[src/rtl/sevseg_scan_ctrl.sv]
// -----------------------------------------------------------------------------
// sevseg_scan_ctrl
//
// Time-multiplexed driver for a bank of common-anode/common-cathode seven
// segment digits. A free-running divider produces one scan tick per digit
// slot; on every tick the controller moves to the next digit and presents
// that digit's hex glyph, decimal point and one-hot anode select. A shadow
// register holds the displayed value so the host can change `value` freely and
// commit it with a single `load` strobe.
//
// Per-digit darkening sources: blank_mask (always dark), blink_mask (dark in
// blink phase 1) and leading-zero blanking (digit 0 is never blanked by it).
// A dark slot drives anodes, segments and dp all inactive.
//
// All display outputs are registered: they reflect the digit index, shadow,
// masks and blink phase sampled on the previous clock edge.
//
// Parameters
//   N_DIGITS   number of multiplexed digits (1..16)
//   SCAN_DIV   clk cycles per digit slot (>= 2)
//   BLINK_DIV  scan ticks per blink half-period (>= 1)
//   ACTIVE_LOW 1: anodes, segments and dp are driven active-low
//
// Ports
//   clk         system clock, rising edge
//   reset       asynchronous, active-high reset
//   value       packed hex nibbles, digit i = value[4i+3:4i], digit 0 rightmost
//   load        one-cycle strobe capturing value into the shadow register
//   blank_mask  bit i = 1 forces digit i dark
//   blink_mask  bit i = 1 darkens digit i while the blink phase is 1
//   dp_mask     bit i = 1 lights the decimal point on digit i
//   lzb_en      enables leading-zero blanking
//   segments    segments[0] = a ... segments[6] = g
//   dp          decimal point
//   anodes      one-hot digit select at the active level
//   scan_tick   one-cycle pulse marking each digit advance
// -----------------------------------------------------------------------------
module sevseg_scan_ctrl #(
  parameter int N_DIGITS   = 8,
  parameter int SCAN_DIV   = 50000,
  parameter int BLINK_DIV  = 250,
  parameter int ACTIVE_LOW = 1
) (
  input  logic                  clk,
  input  logic                  reset,
  input  logic [4*N_DIGITS-1:0] value,
  input  logic                  load,
  input  logic [N_DIGITS-1:0]   blank_mask,
  input  logic [N_DIGITS-1:0]   blink_mask,
  input  logic [N_DIGITS-1:0]   dp_mask,
  input  logic                  lzb_en,
  output logic [6:0]            segments,
  output logic                  dp,
  output logic [N_DIGITS-1:0]   anodes,
  output logic                  scan_tick
);

  // Counter widths; each is at least one bit so degenerate parameter values
  // (one digit, BLINK_DIV of 1) still yield legal vectors.
  localparam int DIV_W = (SCAN_DIV  > 1) ? $clog2(SCAN_DIV)  : 1;
  localparam int IDX_W = (N_DIGITS  > 1) ? $clog2(N_DIGITS)  : 1;
  localparam int BLK_W = (BLINK_DIV > 1) ? $clog2(BLINK_DIV) : 1;

  localparam logic [DIV_W-1:0] DIV_LAST = DIV_W'(SCAN_DIV - 1);
  localparam logic [IDX_W-1:0] IDX_LAST = IDX_W'(N_DIGITS - 1);
  localparam logic [BLK_W-1:0] BLK_LAST = BLK_W'(BLINK_DIV - 1);

  // Output polarity: XOR-ing an active-high pattern with POL yields the pin
  // level, and the all-POL pattern is the inactive (dark) level.
  localparam logic                POL      = (ACTIVE_LOW != 0);
  localparam logic [N_DIGITS-1:0] AN_OFF   = {N_DIGITS{POL}};
  localparam logic [6:0]          SEG_OFF  = {7{POL}};

  // ---------------------------------------------------------------------------
  // Hex to seven-segment glyph, active-high, bit 0 = segment a.
  // ---------------------------------------------------------------------------
  function automatic logic [6:0] hex_to_seg(input logic [3:0] nib);
    logic [6:0] seg;
    case (nib)
      4'h0:    seg = 7'h3F; // a b c d e f
      4'h1:    seg = 7'h06; // b c
      4'h2:    seg = 7'h5B; // a b d e g
      4'h3:    seg = 7'h4F; // a b c d g
      4'h4:    seg = 7'h66; // b c f g
      4'h5:    seg = 7'h6D; // a c d f g
      4'h6:    seg = 7'h7D; // a c d e f g
      4'h7:    seg = 7'h07; // a b c
      4'h8:    seg = 7'h7F; // all
      4'h9:    seg = 7'h6F; // a b c d f g
      4'hA:    seg = 7'h77; // a b c e f g
      4'hB:    seg = 7'h7C; // c d e f g
      4'hC:    seg = 7'h39; // a d e f
      4'hD:    seg = 7'h5E; // b c d e g
      4'hE:    seg = 7'h79; // a d e f g
      default: seg = 7'h71; // F: a e f g
    endcase
    return seg;
  endfunction

  // ---------------------------------------------------------------------------
  // State
  // ---------------------------------------------------------------------------
  logic [DIV_W-1:0]      div_q,       div_d;
  logic [IDX_W-1:0]      idx_q,       idx_d;
  logic [BLK_W-1:0]      blink_cnt_q, blink_cnt_d;
  logic                  blink_ph_q,  blink_ph_d;
  logic [4*N_DIGITS-1:0] shadow_q,    shadow_d;
  logic [6:0]            seg_q,       seg_d;
  logic                  dp_q,        dp_d;
  logic [N_DIGITS-1:0]   an_q,        an_d;

  // The tick is a pure decode of the divider flop, so it is glitch-free and
  // low throughout reset (the divider is held at 0 and SCAN_DIV >= 2).
  logic tick;
  assign tick = (div_q == DIV_LAST);

  // ---------------------------------------------------------------------------
  // Slot timing: divider, digit index, blink counter/phase, shadow capture
  // ---------------------------------------------------------------------------
  always_comb begin
    // NOTE: every signal assigned in this block gets a default first; a path
    // that leaves one unassigned would infer a latch.
    div_d       = div_q + DIV_W'(1);
    idx_d       = idx_q;
    blink_cnt_d = blink_cnt_q;
    blink_ph_d  = blink_ph_q;
    shadow_d    = load ? value : shadow_q;

    if (tick) begin
      div_d = '0;
      // With a single digit IDX_LAST is 0, so the index never leaves 0.
      idx_d = (idx_q == IDX_LAST) ? '0 : idx_q + IDX_W'(1);
      if (blink_cnt_q == BLK_LAST) begin
        blink_cnt_d = '0;
        blink_ph_d  = ~blink_ph_q;
      end else begin
        blink_cnt_d = blink_cnt_q + BLK_W'(1);
      end
    end
  end

  // ---------------------------------------------------------------------------
  // Display decode for the currently selected digit
  // ---------------------------------------------------------------------------
  logic [N_DIGITS-1:0] zero_above; // bit i: nibble i and every nibble above are 0
  logic                zero_run;
  logic [3:0]          cur_nib;
  logic                cur_blank;
  logic                cur_blink;
  logic                cur_dp;
  logic                cur_lz;
  logic [N_DIGITS-1:0] cur_onehot;
  logic                dark;

  always_comb begin
    zero_above = '0;
    zero_run   = 1'b1;
    for (int i = N_DIGITS - 1; i >= 0; i--) begin
      zero_run      = zero_run & (shadow_q[4*i +: 4] == 4'h0);
      zero_above[i] = zero_run;
    end

    cur_nib    = '0;
    cur_blank  = 1'b0;
    cur_blink  = 1'b0;
    cur_dp     = 1'b0;
    cur_lz     = 1'b0;
    cur_onehot = '0;
    // A compare-per-digit mux keeps the select width-exact for any N_DIGITS,
    // including counts that are not a power of two.
    for (int i = 0; i < N_DIGITS; i++) begin
      if (idx_q == IDX_W'(i)) begin
        cur_nib       = shadow_q[4*i +: 4];
        cur_blank     = blank_mask[i];
        cur_blink     = blink_mask[i];
        cur_dp        = dp_mask[i];
        // The rightmost digit always shows, so a value of zero reads "0".
        cur_lz        = (i != 0) && zero_above[i];
        cur_onehot[i] = 1'b1;
      end
    end

    dark = cur_blank | (cur_blink & blink_ph_q) | (lzb_en & cur_lz);

    if (dark) begin
      an_d  = AN_OFF;
      seg_d = SEG_OFF;
      dp_d  = POL;
    end else begin
      an_d  = cur_onehot ^ AN_OFF;
      seg_d = hex_to_seg(cur_nib) ^ SEG_OFF;
      dp_d  = cur_dp ^ POL;
    end
  end

  // ---------------------------------------------------------------------------
  // Registers
  // ---------------------------------------------------------------------------
  // NOTE: sequential state uses non-blocking assignments so every flop samples
  // the pre-edge value of the others, independent of statement order.
  always_ff @(posedge clk or posedge reset) begin
    if (reset) begin
      div_q       <= '0;
      idx_q       <= '0;
      blink_cnt_q <= '0;
      blink_ph_q  <= 1'b0;
      // NOTE: the shadow register is storage, but it is reset anyway: after
      // release the display must show a defined "0", never stale contents.
      shadow_q    <= '0;
      seg_q       <= SEG_OFF;
      dp_q        <= POL;
      an_q        <= AN_OFF;
    end else begin
      div_q       <= div_d;
      idx_q       <= idx_d;
      blink_cnt_q <= blink_cnt_d;
      blink_ph_q  <= blink_ph_d;
      shadow_q    <= shadow_d;
      seg_q       <= seg_d;
      dp_q        <= dp_d;
      an_q        <= an_d;
    end
  end

  assign segments  = seg_q;
  assign dp        = dp_q;
  assign anodes    = an_q;
  assign scan_tick = tick;

endmodule

[config.mk]
export PLATFORM = sky130hd
export DESIGN_NAME = sevseg_scan_ctrl
export DESIGN_NICKNAME = d
export VERILOG_FILES = /design/src/rtl/sevseg_scan_ctrl.sv
export SDC_FILE = /design/constraint.sdc
export NUM_CORES = 1
export LEC_CHECK = 0
export ABC_AREA = 1
export CAP_MARGIN = 20
export CELL_PAD_IN_SITES_DETAIL_PLACEMENT = 0
export CELL_PAD_IN_SITES_GLOBAL_PLACEMENT = 1
export CORE_MARGIN = 2
export CORE_UTILIZATION = 35
export DETAILED_ROUTE_END_ITERATION = 7
export PLACE_DENSITY = 0.88
export RECOVER_POWER = 100
export SYNTH_ARGS = -nofsm -noshare
export SYNTH_HDL_FRONTEND = slang
export SYNTH_SLANG_ARGS = --single-unit
[constraint.sdc]
create_clock -name clk -period 2.8 [get_ports clk]
set_clock_uncertainty 0.2 [all_clocks]
set_input_delay 0.7 -clock clk [delete_from_list [all_inputs] [get_ports clk]]
set_output_delay 0.7 -clock clk [all_outputs]
set_load 0.02 [all_outputs]
## Word-level counts from Yosys, hierarchy flattened

Memory sizes are Yosys's and may differ from the RTL's.
Cells that the tools add are included.

- Memories kept: 1
- ROM bits: 112
- Register bits after elaboration: 76
- Output and inout port bits: 17
- Logic and storage cells: 98
- Bits of input ports: 60

- Bitwise operators: 14
- Equal/unequal tests: 9
- Reductions and logical operators: 9
- Mux-type cells: 54
- Add/sub/neg operators: 3

Memory list:

| memory | words | width | rd ports | clocked after Yosys merged registers in | write ports | RTL line | text |
|---|---|---|---|---|---|---|---|
| (name not given) | 16 | 7 | 1 | 0 | 0 | 79 | `case (nib)` |

Operators by type and width:

| cell | number |
|---|---|
| $mux W1 | 40 |
| $mux W4 | 8 |
| $logic_not A4 Y1 | 7 |
| $add A16 B1 Y16 const B | 1 |
| $eq A16 B16 Y1 const B | 1 |
| $mux W16 | 1 |
| $mux W8 | 2 |
| $mux W7 | 2 |
| $eq A3 B3 Y1 const B | 4 |
| $add A8 B1 Y8 const B | 1 |
| $and A1 B1 Y1 | 8 |
| $eq A8 B8 Y1 const B | 1 |
| $not A8 Y8 | 1 |
| $not A7 Y7 | 1 |
| $eq A3 B2 Y1 const B | 2 |
| $add A3 B1 Y3 const B | 1 |
| $eq A3 B1 Y1 const B | 1 |
| $logic_not A3 Y1 | 1 |
| $mux W3 | 1 |
| $not A1 Y1 | 2 |
| $or A1 B1 Y1 | 2 |
| $reduce_and A2 Y1 | 1 |

## Logic depth before layout (Yosys ltp)

Gate-level depths: netlist of the first run.

- Word-level depth: 19
- Mapped depth: 18
- Gate-level depth less buffers: 18

## Least setup slack after synthesis of the first run

Ideal clock, no wire load.

- Kind: register to register
- Start point: register idx_q[0]
- End point: register seg_q[3] (netlist: segments[3])
- Clock period less this slack: 2292 ps
- Data arrival time: 2007 ps
- Slack: 508 ps
- Stages on the path, launching flop included: 14
- Required time: 2515 ps
- Setup time: 85 ps
- Buffers on the path: 0
- Cell sequence: dfrtp_1 -> ha_1 -> ha_1 -> inv_1 -> nand2_1 -> a21oi_1 -> nand2_1 -> nand2_1 -> inv_1 -> ha_1 -> inv_1 -> nand2_1 -> nand3_1 -> nand3_1

- Word-level cells in the longest chain between the ends: 13
- Elaborated cells between the ends (all ways): 47
- Classes of those cells: eq/ne (7); mux (33); bitwise (5); reduce/logical (1); memory (1)

Ends and longest elaborated chain:

| item | RTL line | text |
|---|---|---|
| start: declaration | 104 | `logic [IDX_W-1:0] idx_q, idx_d;` |
| start signal: assignment | 215 | `idx_q <= idx_d;` |
| $logic_not A3 Y1 | 172 | `if (idx_q == IDX_W'(i)) begin` |
| $mux W4 or $mux W1 (tied branches) (8 in series) | 172 |  |
| $mem_v2 Z16 W7 or $and A1 B1 Y1 (tied branches) | n/a |  |
| $mux W7 or $or A1 B1 Y1 (tied branches) | 185, 183 |  |
| $not A7 Y7 (no line) or $or A1 B1 Y1 (tied branches) | n/a |  |
| $mux W7 * | 185 | `if (dark) begin` |
| named net seg_d[3] | 108 | `logic [6:0] seg_q, seg_d;` |
| end signal: assignment | 219 | `seg_q <= seg_d;` |
| end: declaration | 108 |  |

The timed path passes the listed nets; every way through them passes the cells marked *. The select of a mux whose other input is x is not followed.
A chain may end at the register's enable or synchronous reset.

## Final worst setup path of the first run

- Start point: register div_q[0]
- End point: output scan_tick

- Word-level cells in the longest chain between the ends: 1

Ends and longest elaborated chain:

| item | RTL line | text |
|---|---|---|
| start: declaration | 103 | `logic [DIV_W-1:0] div_q, div_d;` |
| start signal: assignment | 214 | `div_q <= div_d;` |
| $eq A16 B16 Y1 | 115 | `assign tick = (div_q == DIV_LAST);` |
| end: declaration | 55 | `output logic scan_tick` |

Every way passes these cells.

==> impl_metrics.xml, run 1 <==
<?xml version="1.0" encoding="UTF-8"?>
<metrics>
  <group name="status">
    <metric name="status" unit="">finished with violations</metric>
    <metric name="failed_checks" unit="">capacitance limit, slew limit</metric>
  </group>
  <group name="global_route">
    <metric name="globalRoute.busiestLayer" unit="">met2</metric>
    <metric name="overflow" unit="">0</metric>
    <metric name="global_route.usage.met1" unit="">0.2070</metric>
    <metric name="grtUsageMet2" unit="">0.2870</metric>
    <metric name="grt_max_degree" unit="">77</metric>
    <metric name="grt_pass1_vias" unit="">3684</metric>
    <metric name="grt_antenna_before_repair" unit="">0</metric>
    <metric name="gr-usage-met3" unit="">0.04942</metric>
    <metric name="globalRouteTotalUtil" unit="">0.1697</metric>
    <metric name="grt_first_pass_wirelength" unit="mm">17.21</metric>
  </group>
  <group name="timing">
    <metric name="maxSlewHeadroom" unit="">-0.05317</metric>
    <metric name="max_slew.worst_pin.slew" unit="ns">1.580</metric>
    <metric name="timing.final.hold_violations" unit="">0</metric>
    <metric name="period_minus_slack" unit="ns">2.589</metric>
    <metric name="clock.fmax" unit="MHz">386.3</metric>
    <metric name="holdWs" unit="ns">0.2650</metric>
    <metric name="finalSetupViolCount" unit="">0</metric>
    <metric name="finalCritPeriodShare" unit="">0.9245</metric>
    <metric name="slew_violations" unit="">38</metric>
  </group>
  <group name="clock_network">
    <metric name="cts_tree" unit="">built</metric>
    <metric name="number_of_levels_the_h_tree_was_split_into" unit="">3</metric>
    <metric name="clock_sink_count" unit="">76</metric>
    <metric name="ctsHoldBuffers" unit="">0</metric>
    <metric name="number_of_buffers_inserted_during_clock_tree_synthesis" unit="">9</metric>
    <metric name="cts.reportedPaths.clkPinSlew" unit="ns">0.06</metric>
    <metric name="clk_lat_worst_skew" unit="ns">0.34</metric>
    <metric name="cts_root_buffer" unit="">sky130_fd_sc_hd__clkbuf_16</metric>
    <metric name="cts_buffer_depth" unit="">2</metric>
  </group>
  <group name="floorplan">
    <metric name="number_of_placed_i_o_pins" unit="">77</metric>
    <metric name="die_h" unit="um">113.8</metric>
    <metric name="die_w" unit="um">113.8</metric>
    <metric name="floorplan.initialDensity" unit="">0.3556</metric>
    <metric name="placementRows" unit="">40</metric>
    <metric name="core-area" unit="um^2">11860</metric>
    <metric name="die-area" unit="um^2">12940</metric>
  </group>
  <group name="synth">
    <metric name="synthFlopType" unit="">sky130_fd_sc_hd__dfrtp_1</metric>
    <metric name="yosysTopAreaCell" unit="">sky130_fd_sc_hd__dfrtp_1</metric>
    <metric name="avgSynthCellArea" unit="um^2">8.003</metric>
    <metric name="post_synth_inst_count" unit="">527</metric>
    <metric name="synth.top_cell.area_share" unit="">0.3560</metric>
    <metric name="synth.yosys.seq_area_share" unit="">0.4557</metric>
    <metric name="synth.yosys.warnings" unit="">0</metric>
    <metric name="syn-num-nets" unit="">602</metric>
    <metric name="ys_ff_latch" unit="">76</metric>
    <metric name="number_of_synthesized_flops_with_an_enable_pin" unit="">0</metric>
    <metric name="synthArstFlopShare" unit="">1.000</metric>
    <metric name="synth.top_cells.by_area" unit="">sky130_fd_sc_hd__dfrtp_1 36%, sky130_fd_sc_hd__nand2_1 13%, sky130_fd_sc_hd__dfstp_2 10%, sky130_fd_sc_hd__inv_1 6.9%, sky130_fd_sc_hd__nand3_1 5.0%</metric>
    <metric name="post_synth_instance_area" unit="um^2">4218</metric>
    <metric name="synth_cell_type_count" unit="">42</metric>
  </group>
  <group name="placement">
    <metric name="detailed_place.area" unit="um^2">5162</metric>
    <metric name="post-dp-hpwl" unit="mm">7.459</metric>
    <metric name="io_buffer_count" unit="">76</metric>
    <metric name="finalWeightedCongestion" unit="">0.8388</metric>
  </group>
  <group name="run">
    <metric name="drv_cap" unit="">1</metric>
  </group>
  <group name="cells_and_area">
    <metric name="areaGrowthSynthToFinish" unit="%">30.35</metric>
    <metric name="layout.cell_area.non_filler" unit="um^2">5498</metric>
    <metric name="fin_nets" unit="">690</metric>
    <metric name="nFillCells" unit="">1170</metric>
    <metric name="antenna-diode-count" unit="">0</metric>
    <metric name="layout_cell_share_with_drive_strength_beyond_1" unit="">0.1274</metric>
    <metric name="multi_input_comb_area" unit="um^2">1912</metric>
    <metric name="regArea" unit="um^2">1923</metric>
  </group>
  <group name="detailed_routing">
    <metric name="drt-vias-per-instance" unit="">4.778</metric>
    <metric name="drt_wl_total" unit="mm">10.04</metric>
    <metric name="drt_pass1_iterations" unit="">4</metric>
    <metric name="antenna_left" unit="">0</metric>
    <metric name="via_count" unit="">3665</metric>
    <metric name="initial_drc_count" unit="">175</metric>
    <metric name="detail_route.drc_violations" unit="">0</metric>
    <metric name="final_routed_wire_length_divided_by_cell_count" unit="um">13.09</metric>
  </group>
  <group name="power">
    <metric name="vdd_ir_drop_max" unit="mV">0.2286</metric>
    <metric name="static-leakage-power" unit="uW">0.002558</metric>
    <metric name="power.density" unit="nW/um^2">510.1</metric>
  </group>
  <group name="critical_path">
    <metric name="timing.critical_path.to_type" unit="">output port</metric>
    <metric name="critical-path-max-stage-delay" unit="ns">0.37</metric>
    <metric name="cp_max_fo" unit="">3</metric>
    <metric name="cp_cell_sequence" unit="">ha_1, nand3_1, nor2_1, nand4_4, inv_1, clkbuf_2</metric>
    <metric name="crit_arrival" unit="ns">1.69</metric>
    <metric name="worst_setup_path_start_kind" unit="">flop</metric>
    <metric name="cp.required" unit="ns">1.90</metric>
    <metric name="cp_slowest_cell" unit="">sky130_fd_sc_hd__dfrtp_1</metric>
    <metric name="path_class" unit="">flop to output port</metric>
  </group>
  <group name="worst_hold_path">
    <metric name="hp-class" unit="">flop to flop</metric>
  </group>
</metrics>
-- worst max-delay path: cells and delay by family (launching register included) --
| kind | cells | cell delay [ns] |
|---|---|---|
| fa+ha+maj | 1 | 0.22 |
| buf+inv | 2 | 0.24 |
| flops | 1 | 0.37 |
| simple gates | 3 | 0.52 |
-- logic make-up (layout without fill, tap and decap cells) --
| kind of cell | Yosys count | after routing | share of synthesized area |
|---|---|---|---|
| buffers and inverters | 94 | 187 | 0.09048 |
| adders and majority gates | 15 | 15 | 0.04450 |
| xor gates and xnor gates | 6 | 6 | 0.01246 |
| AOI/OAI and AO/OA | 76 | 76 | 0.1012 |
| muxes | 8 | 8 | 0.02136 |
| and+or+nand+nor | 252 | 252 | 0.2744 |
| DFF | 76 | 76 | 0.4557 |
-- worst paths after layout --
kind,from,endpoint,slack [ns],depth (start not counted)
worst min-delay path,div_q[0]$_DFF_PP0_,div_q[0]$_DFF_PP0_,0.27,1
max in group asynchronous,reset,idx_q[2]$_DFFE_PP0P_,0.70,3
worst max register to register,idx_q[1]$_DFFE_PP0P_,segments[3]$_DFF_PP1_,0.23,17
worst min register to register,div_q[0]$_DFF_PP0_,div_q[0]$_DFF_PP0_,0.27,1
min in group asynchronous,reset,shadow_q[3]$_DFFE_PP0P_,1.00,3
worst max-delay path,div_q[0]$_DFF_PP0_,scan_tick,0.21,6
-- synthesized netlist by cell type (2+ instances only) --
cell type and number:
sky130_fd_sc_hd__inv_2 4, sky130_fd_sc_hd__dfrtp_1 60, sky130_fd_sc_hd__nor2_4 2, sky130_fd_sc_hd__nor3_1 5, sky130_fd_sc_hd__nand2_1 143, sky130_fd_sc_hd__nor2_1 27
sky130_fd_sc_hd__nand2_4 2, sky130_fd_sc_hd__dfstp_2 16, sky130_fd_sc_hd__xor2_1 6, sky130_fd_sc_hd__o22ai_1 6, sky130_fd_sc_hd__o21ai_1 2, sky130_fd_sc_hd__nand4_1 4
sky130_fd_sc_hd__nor4_1 9, sky130_fd_sc_hd__buf_2 3, sky130_fd_sc_hd__inv_1 77, sky130_fd_sc_hd__mux2_2 8, sky130_fd_sc_hd__nand2_2 6, sky130_fd_sc_hd__buf_6 3
sky130_fd_sc_hd__a21oi_1 18, sky130_fd_sc_hd__nor3b_1 2, sky130_fd_sc_hd__nand3_2 2, sky130_fd_sc_hd__nand3_1 42, sky130_fd_sc_hd__o21ai_0 39, sky130_fd_sc_hd__o21a_1 2
sky130_fd_sc_hd__ha_1 15, sky130_fd_sc_hd__o211ai_1 2, sky130_fd_sc_hd__clkbuf_1 6, sky130_fd_sc_hd__nor2_2 2
-- placed cells by master (no fill, tap or decap), types with 2 or more instances in the layout --
cell type                         synthesis  layout
sky130_fd_sc_hd__nand2_1                143     142
sky130_fd_sc_hd__inv_1                   77      75
sky130_fd_sc_hd__dfrtp_1                 60      59
sky130_fd_sc_hd__clkdlybuf4s50_1          0      57
sky130_fd_sc_hd__nand3_1                 42      42
sky130_fd_sc_hd__o21ai_0                 39      40
sky130_fd_sc_hd__nor2_1                  27      29
sky130_fd_sc_hd__a21oi_1                 18      18
sky130_fd_sc_hd__dlygate4sd3_1            0      17
sky130_fd_sc_hd__dfstp_2                 16      16
sky130_fd_sc_hd__ha_1                    15      13
sky130_fd_sc_hd__nor4_1                   9       9
sky130_fd_sc_hd__clkbuf_16                0       9
sky130_fd_sc_hd__mux2_2                   8       8
sky130_fd_sc_hd__nand2_2                  6       7
sky130_fd_sc_hd__buf_4                    0       7
sky130_fd_sc_hd__xor2_1                   6       6
sky130_fd_sc_hd__o22ai_1                  6       6
sky130_fd_sc_hd__clkbuf_1                 6       6
sky130_fd_sc_hd__nor3_1                   5       5
sky130_fd_sc_hd__inv_2                    4       5
sky130_fd_sc_hd__nand4_1                  4       4
sky130_fd_sc_hd__clkbuf_8                 0       3
sky130_fd_sc_hd__nand2_4                  2       2
sky130_fd_sc_hd__nand3_2                  2       2
sky130_fd_sc_hd__o21a_1                   2       2
sky130_fd_sc_hd__o211ai_1                 2       2
sky130_fd_sc_hd__nor3b_1                  2       2
sky130_fd_sc_hd__ha_2                     0       2
sky130_fd_sc_hd__clkinv_2                 0       2
sky130_fd_sc_hd__bufinv_16                0       2
-- sequential cells by signal, summed over array words and instances, names as in the netlist --
name,cells
shadow_q,32
div_q,16
anodes,8
blink_cnt_q,8
segments,7
idx_q,3
blink_ph_q,1
dp,1
-- metal layers --
metal | share of wire | vias up
met3 | 0.054 | 12
met5 | 0 | -
li1 | - | 1864
met2 | 0.49 | 81
met1 | 0.44 | 1708
met4 | 0.017 | 0
-- what timing repair did --
action / CTS / global route
setup buffers: 0 / 5
endpoints found under the setup margin: 1 / 8
pin swaps: 0 / 2
hold endpoints to repair: 0 / 0
gates resized for setup: 2 / 9
-- final cells by class --
class,instances,area share
Sequential cell,76,0.3498
Tap cell,147,0.03345
Inverter,82,0.05712
Clock inverter,4,0.01274
Multi-Input combinational cell,357,0.3477
Timing Repair Buffer,89,0.1507
Clock buffer,12,0.04848
-- stage by stage --
step	setup TNS, ns	worst slack, ns	power, uW	utilization	std cells
global route	-0.04551	-0.02631	2940	0.4635	767
floorplan	0	0.5079	1378	-	527
detailed placement	0	0.1278	1543	0.4352	746
CTS	0	0.1173	2851	0.4637	762
finish	0	0.2114	2804	0.4635	767
global placement	0	0.2272	1539	0.4352	746
-- report_power, final --
| group | leakage, uW | internal, uW | switching (uW) |
|---|---|---|---|
| Sequential | 0.000929 | 1160 | 27.6 |
| Combinational | 0.00146 | 152 | 170 |
| Clock | 0.000169 | 850 | 442 |
| Total | 0.00256 | 2170 | 639 |
No activity file was read; power rests on OpenSTA's default activity.
==> run 2: changes to the inputs <==
Settings changed: TNS_END_PERCENT from default to 1.
==> impl_metrics.xml, run 2 (synthesized netlist as in run 1, its figures left out) <==
<?xml version="1.0" encoding="UTF-8"?>
<metrics>
  <group name="clock_network">
    <metric name="cts_tree" unit="">built</metric>
    <metric name="cts.reportedPaths.clkPinSlew" unit="ns">0.06</metric>
    <metric name="ctsHoldBuffers" unit="">0</metric>
    <metric name="number_of_levels_the_h_tree_was_split_into" unit="">3</metric>
    <metric name="clock_sink_count" unit="">76</metric>
    <metric name="cts_root_buffer" unit="">sky130_fd_sc_hd__clkbuf_16</metric>
    <metric name="cts_buffer_depth" unit="">2</metric>
    <metric name="number_of_buffers_inserted_during_clock_tree_synthesis" unit="">9</metric>
    <metric name="clk_lat_worst_skew" unit="ns">0.34</metric>
  </group>
  <group name="cells_and_area">
    <metric name="antenna-diode-count" unit="">0</metric>
    <metric name="finalCoreUtilization" unit="">0.4632</metric>
    <metric name="largest-register" unit="">shadow_q</metric>
    <metric name="nFillCells" unit="">1169</metric>
    <metric name="layout.cell_area.non_filler" unit="um^2">5494</metric>
    <metric name="fin_nets" unit="">688</metric>
    <metric name="leading_cell_types_in_the_layout_fill_and_taps_excluded" unit="">142 x sky130_fd_sc_hd__nand2_1, 74 x sky130_fd_sc_hd__inv_1, 59 x sky130_fd_sc_hd__dfrtp_1, 57 x sky130_fd_sc_hd__clkdlybuf4s50_1, 42 x sky130_fd_sc_hd__nand3_1</metric>
    <metric name="layout_cell_share_with_drive_strength_beyond_1" unit="">0.1246</metric>
    <metric name="areaGrowthSynthToFinish" unit="%">30.26</metric>
    <metric name="final_common_cell" unit="">sky130_fd_sc_hd__nand2_1</metric>
    <metric name="largestRegisters" unit="">shadow_q: 32 flops, div_q: 16 flops</metric>
    <metric name="largest_register_ffs" unit="">32</metric>
  </group>
  <group name="placement">
    <metric name="finalWeightedCongestion" unit="">0.8388</metric>
    <metric name="post-dp-hpwl" unit="mm">7.459</metric>
    <metric name="io_buffer_count" unit="">76</metric>
    <metric name="detailed_place.area" unit="um^2">5162</metric>
  </group>
  <group name="detailed_routing">
    <metric name="drt_pass1_iterations" unit="">4</metric>
    <metric name="initial_drc_count" unit="">213</metric>
    <metric name="final_routed_wire_length_divided_by_cell_count" unit="um">13.10</metric>
    <metric name="via_count" unit="">3649</metric>
    <metric name="detail_route.drc_violations" unit="">0</metric>
    <metric name="drt_wl_total" unit="mm">10.03</metric>
    <metric name="drt-vias-per-instance" unit="">4.770</metric>
    <metric name="antenna_left" unit="">0</metric>
  </group>
  <group name="floorplan">
    <metric name="die-area" unit="um^2">12940</metric>
    <metric name="number_of_placed_i_o_pins" unit="">77</metric>
    <metric name="die_w" unit="um">113.8</metric>
    <metric name="core-area" unit="um^2">11860</metric>
    <metric name="floorplan.initialDensity" unit="">0.3556</metric>
    <metric name="placementRows" unit="">40</metric>
    <metric name="die_h" unit="um">113.8</metric>
  </group>
  <group name="timing">
    <metric name="slew_violations" unit="">38</metric>
    <metric name="finalCritPeriodShare" unit="">0.9246</metric>
    <metric name="period_minus_slack" unit="ns">2.589</metric>
    <metric name="timing.final.hold_violations" unit="">0</metric>
    <metric name="finalSetupViolCount" unit="">0</metric>
    <metric name="clock.fmax" unit="MHz">386.3</metric>
    <metric name="grt_setup_unrepaired" unit="">true</metric>
    <metric name="final.setup.tns" unit="ns">0</metric>
    <metric name="max_slew.worst_pin.slew" unit="ns">1.549</metric>
    <metric name="maxSlewHeadroom" unit="">-0.03272</metric>
  </group>
  <group name="power">
    <metric name="power.density" unit="nW/um^2">509.7</metric>
    <metric name="static-leakage-power" unit="uW">0.002540</metric>
    <metric name="vdd_ir_drop_max" unit="mV">0.2286</metric>
  </group>
  <group name="global_route">
    <metric name="globalRouteTotalUtil" unit="">0.1697</metric>
    <metric name="grt_antenna_before_repair" unit="">0</metric>
    <metric name="grt_first_pass_wirelength" unit="mm">17.21</metric>
    <metric name="grt_max_degree" unit="">77</metric>
    <metric name="overflow" unit="">0</metric>
    <metric name="grt_pass1_vias" unit="">3684</metric>
  </group>
  <group name="status">
    <metric name="failed_checks" unit="">capacitance limit, slew limit</metric>
    <metric name="status" unit="">finished with violations</metric>
  </group>
  <group name="critical_path">
    <metric name="crit_arrival" unit="ns">1.69</metric>
    <metric name="worst_setup_path_start_kind" unit="">flop</metric>
    <metric name="timing.critical_path.to_type" unit="">output port</metric>
    <metric name="path_class" unit="">flop to output port</metric>
    <metric name="cp_max_fo" unit="">3</metric>
    <metric name="ff2ff_setup_slack" unit="ns">0.25</metric>
    <metric name="cp.required" unit="ns">1.90</metric>
  </group>
  <group name="worst_hold_path">
    <metric name="hp-class" unit="">flop to flop</metric>
  </group>
  <group name="run">
    <metric name="drv_cap" unit="">1</metric>
  </group>
</metrics>
==> run 2: changes by cell type in the layout (fill, tap and decap cells not counted), sizes merged <==
cell and change:
buf -2, inv -1, clkinvlp +1
==> run 2: worst max-delay path, stage by stage, from the launching register on <==
cell and delay (ns):
sky130_fd_sc_hd__dfrtp_1 0.37, sky130_fd_sc_hd__ha_1 0.22, sky130_fd_sc_hd__nand3_1 0.14, sky130_fd_sc_hd__nor2_1 0.26, sky130_fd_sc_hd__nand4_4 0.12, sky130_fd_sc_hd__inv_1 0.08, sky130_fd_sc_hd__clkbuf_2 0.16
==> run 2: cell type report <==
type / instances / area (um^2) / share of cell area
Sequential cell: 76 / 1923 / 0.3500
Multi-Input combinational cell: 357 / 1919 / 0.3494
Timing Repair Buffer: 87 / 813.3 / 0.1480
Inverter: 82 / 317.8 / 0.05785
Clock buffer: 12 / 266.5 / 0.04851
Tap cell: 147 / 183.9 / 0.03348
Clock inverter: 4 / 70.07 / 0.01275
==> run 2: where the power goes <==
| part | internal (uW) | switching [uW] | total [uW] |
|---|---|---|---|
| registers | 1160 | 27.7 | 1190 |
| clock network | 849 | 438 | 1290 |
| logic | 152 | 169 | 321 |
| total | 2170 | 635 | 2800 |
==> run 2: metrics by stage <==
stage	hold slack [ns]	worst slack [ns]	total power, uW	cells
after global placement	0.2427	0.2272	1539	746
after global routing	0.2750	-0.009630	2940	765
after CTS	0.2649	0.1173	2851	762
final	0.2650	0.2112	2800	765
after detailed placement	0.2573	0.1278	1543	746
after floorplan	0.2329	0.5079	1378	527
==> run 2: layer usage <==
layer | track usage | vias up | wire (um)
met5 | 0 | - | 0
met3 | 0.04942 | 10 | 543
met2 | 0.2870 | 85 | 4963
li1 | - | 1861 | -
met4 | 0.06098 | 0 | 155
met1 | 0.2070 | 1693 | 4362
==> run 2: timing repair <==
| item | CTS | global route |
|---|---|---|
| pin swaps | 0 | 2 |
| endpoints found under the setup margin | 1 | 8 |
| setup buffers | 0 | 3 |
| resized for setup | 2 | 10 |
==> run 2: final timing paths <==
check,end,cells after the start,start
max,scan_tick,6,div_q[0]$_DFF_PP0_
min,div_q[0]$_DFF_PP0_,1,div_q[0]$_DFF_PP0_
max reg2reg,segments[3]$_DFF_PP1_,13,idx_q[0]$_DFFE_PP0P_
min reg2reg,div_q[0]$_DFF_PP0_,1,div_q[0]$_DFF_PP0_
max in group asynchronous,idx_q[2]$_DFFE_PP0P_,3,reset
min in group asynchronous,shadow_q[3]$_DFFE_PP0P_,3,reset
==> run 3: changes to the inputs <==
Settings changed: SKIP_LAST_GASP from default to 1.
==> impl_metrics.xml, run 3 (synthesized netlist as in run 1, its figures left out) <==
<?xml version="1.0" encoding="UTF-8"?>
<metrics>
  <group name="power">
    <metric name="vdd_ir_drop_max" unit="mV">0.2286</metric>
    <metric name="power.switching_fraction" unit="">0.2280</metric>
    <metric name="static-leakage-power" unit="uW">0.002549</metric>
    <metric name="power_frac_clock" unit="">0.461</metric>
    <metric name="combinational_power_share" unit="">0.115</metric>
    <metric name="netSwitchingPower" unit="uW">639.5</metric>
    <metric name="cell_internal_pwr" unit="uW">2165</metric>
    <metric name="power.density" unit="nW/um^2">511.8</metric>
    <metric name="seq_power_share" unit="">0.425</metric>
  </group>
  <group name="clock_network">
    <metric name="cts_tree" unit="">built</metric>
    <metric name="ctsHoldBuffers" unit="">0</metric>
    <metric name="cts_buffer_depth" unit="">2</metric>
    <metric name="cts_root_buffer" unit="">sky130_fd_sc_hd__clkbuf_16</metric>
    <metric name="number_of_levels_the_h_tree_was_split_into" unit="">3</metric>
    <metric name="clock_sink_count" unit="">76</metric>
    <metric name="clk_lat_worst_skew" unit="ns">0.34</metric>
    <metric name="number_of_buffers_inserted_during_clock_tree_synthesis" unit="">9</metric>
    <metric name="cts.reportedPaths.clkPinSlew" unit="ns">0.06</metric>
  </group>
  <group name="detailed_routing">
    <metric name="detail_route.drc_violations" unit="">0</metric>
    <metric name="final_routed_wire_length_divided_by_cell_count" unit="um">13.11</metric>
    <metric name="drt_pass1_iterations" unit="">6</metric>
    <metric name="initial_drc_count" unit="">176</metric>
    <metric name="drt-vias-per-instance" unit="">4.808</metric>
    <metric name="antenna_left" unit="">0</metric>
    <metric name="drt_wl_total" unit="mm">10.03</metric>
    <metric name="via_count" unit="">3678</metric>
  </group>
  <group name="placement">
    <metric name="detailedPlace.worstSlack" unit="ns">0.1278</metric>
    <metric name="detailed_place.area" unit="um^2">5162</metric>
    <metric name="post-dp-hpwl" unit="mm">7.459</metric>
    <metric name="io_buffer_count" unit="">76</metric>
    <metric name="finalWeightedCongestion" unit="">0.8388</metric>
    <metric name="place.detailed.instances" unit="">746</metric>
  </group>
  <group name="floorplan">
    <metric name="die-area" unit="um^2">12940</metric>
    <metric name="floorplan.initialDensity" unit="">0.3556</metric>
    <metric name="number_of_placed_i_o_pins" unit="">77</metric>
    <metric name="die_w" unit="um">113.8</metric>
    <metric name="core-area" unit="um^2">11860</metric>
    <metric name="die_h" unit="um">113.8</metric>
    <metric name="placementRows" unit="">40</metric>
  </group>
  <group name="timing">
    <metric name="holdWs" unit="ns">0.2650</metric>
    <metric name="grt_setup_unrepaired" unit="">true</metric>
    <metric name="slew_violations" unit="">38</metric>
    <metric name="maxSlewHeadroom" unit="">-0.03301</metric>
    <metric name="clock.fmax" unit="MHz">386.2</metric>
    <metric name="period_minus_slack" unit="ns">2.589</metric>
    <metric name="finalCritPeriodShare" unit="">0.9247</metric>
    <metric name="timing.final.hold_violations" unit="">0</metric>
    <metric name="min_setup_slack_post_route" unit="ns">0.2107</metric>
    <metric name="finalSetupViolCount" unit="">0</metric>
    <metric name="max_slew.worst_pin.slew" unit="ns">1.550</metric>
  </group>
  <group name="critical_path">
    <metric name="path_class" unit="">flop to output port</metric>
    <metric name="ff2ff_setup_slack" unit="ns">0.24</metric>
    <metric name="worstSetupStartpoint" unit="">div_q[0]$_DFF_PP0_</metric>
    <metric name="r2r_start" unit="">idx_q[1]$_DFFE_PP0P_</metric>
    <metric name="critical-path-max-stage-delay" unit="ns">0.37</metric>
    <metric name="worstReg2RegEnd" unit="">segments[3]$_DFF_PP1_</metric>
    <metric name="cp.required" unit="ns">1.90</metric>
    <metric name="crit_family" unit="">simple AND/OR/NAND/NOR gates</metric>
    <metric name="worst-path-buf-inv" unit="">2</metric>
    <metric name="worst_setup_path_start_kind" unit="">flop</metric>
    <metric name="cp_cell_sequence" unit="">ha_1, nand3_1, nor2_1, nand4_4, inv_1, clkbuf_2</metric>
    <metric name="cp_max_fo" unit="">3</metric>
    <metric name="timing.critical_path.to_type" unit="">output port</metric>
    <metric name="cp_slowest_cell" unit="">sky130_fd_sc_hd__dfrtp_1</metric>
    <metric name="worst_r2r_path_depth" unit="">17</metric>
    <metric name="crit_arrival" unit="ns">1.69</metric>
  </group>
  <group name="cells_and_area">
    <metric name="layoutNonFillerInstCount" unit="">765</metric>
    <metric name="layout.cell_area.non_filler" unit="um^2">5480</metric>
    <metric name="leading_cell_types_in_the_layout_fill_and_taps_excluded" unit="">142 x sky130_fd_sc_hd__nand2_1, 75 x sky130_fd_sc_hd__inv_1, 59 x sky130_fd_sc_hd__dfrtp_1, 57 x sky130_fd_sc_hd__clkdlybuf4s50_1, 42 x sky130_fd_sc_hd__nand3_1</metric>
    <metric name="areaGrowthSynthToFinish" unit="%">29.93</metric>
    <metric name="largest-register" unit="">shadow_q</metric>
    <metric name="layout_cell_share_with_drive_strength_beyond_1" unit="">0.1230</metric>
    <metric name="final_common_cell" unit="">sky130_fd_sc_hd__nand2_1</metric>
    <metric name="largestRegisters" unit="">shadow_q: 32 flops, div_q: 16 flops</metric>
    <metric name="fin_nets" unit="">688</metric>
    <metric name="antenna-diode-count" unit="">0</metric>
    <metric name="largest_register_ffs" unit="">32</metric>
    <metric name="nFillCells" unit="">1170</metric>
  </group>
  <group name="worst_hold_path">
    <metric name="worstHoldStart" unit="">div_q[0]$_DFF_PP0_</metric>
    <metric name="hold_end" unit="">div_q[0]$_DFF_PP0_</metric>
    <metric name="whs_path_depth" unit="">1</metric>
    <metric name="hp-class" unit="">flop to flop</metric>
  </group>
  <group name="global_route">
    <metric name="grt_pass1_vias" unit="">3684</metric>
    <metric name="overflow" unit="">0</metric>
    <metric name="globalRouteTotalUtil" unit="">0.1697</metric>
    <metric name="grt_antenna_before_repair" unit="">0</metric>
    <metric name="grt_first_pass_wirelength" unit="mm">17.21</metric>
    <metric name="grt_max_degree" unit="">77</metric>
  </group>
  <group name="status">
    <metric name="failed_checks" unit="">capacitance limit, slew limit</metric>
    <metric name="status" unit="">finished with violations</metric>
  </group>
  <group name="run">
    <metric name="drv_cap" unit="">1</metric>
  </group>
</metrics>
## run 3: changes by cell type in the layout (fill, tap and decap cells not counted)
cell                         delta
sky130_fd_sc_hd__clkinvlp_4     -1
sky130_fd_sc_hd__ha_2           +1
sky130_fd_sc_hd__ha_4           -1
sky130_fd_sc_hd__inv_1          +1
## run 3: power by group through the flow
| stage | Clock (uW) | Combinational [uW] | Sequential (uW) |
|---|---|---|---|
| after floorplan | 0 | 157 | 1220 |
| after global routing | 1380 | 361 | 1200 |
| after detailed placement | 0 | 333 | 1210 |
| final | 1290 | 321 | 1190 |
| after CTS | 1320 | 334 | 1190 |
| after global placement | 0 | 330 | 1210 |
## run 3: repair_timing
action                     CTS  global route
pin swaps                    0             2
setup buffers                0             3
setup endpoints to repair    1             8
resized for setup            2             8
## run 3: stage by stage
step,total power [uW],util,TNS [ns]
2_1_floorplan,1378,-,0
3_3_place_gp,1539,0.4352,0
3_5_place_dp,1543,0.4352,0
4_1_cts,2851,0.4637,0
5_1_grt,2940,0.4620,-0.04728
6_report,2805,0.4620,0
## run 3: per-layer routing
| metal | share of wire | GRT usage |
|---|---|---|
| met5 | 0 | 0 |
| met4 | 0.015 | 0.06098 |
| met3 | 0.050 | 0.04942 |
| met2 | 0.50 | 0.2870 |
| met1 | 0.44 | 0.2070 |
## run 3: worst max path at each step
stage | endpoint | slack, ns | cells past startpoint
3_5_place_dp | segments[3]$_DFF_PP1_ | 0.13 | 15
5_1_grt | segments[3]$_DFF_PP1_ | -0.03 | 17
2_1_floorplan | segments[3]$_DFF_PP1_ | 0.51 | 13
4_1_cts | segments[3]$_DFF_PP1_ | 0.12 | 15
6_report | scan_tick | 0.21 | 6
3_3_place_gp | scan_tick | 0.23 | 6
## run 3: final cells by class
class / count / area, um^2 / area share
sequential: 76 / 1923 / 0.3509
multi-input combinational: 357 / 1909 / 0.3484
timing repair buffer: 87 / 813.3 / 0.1484
inverter: 82 / 314.1 / 0.05731
clock buffer: 12 / 266.5 / 0.04863
tap: 147 / 183.9 / 0.03356
clock inverter: 4 / 70.07 / 0.01279
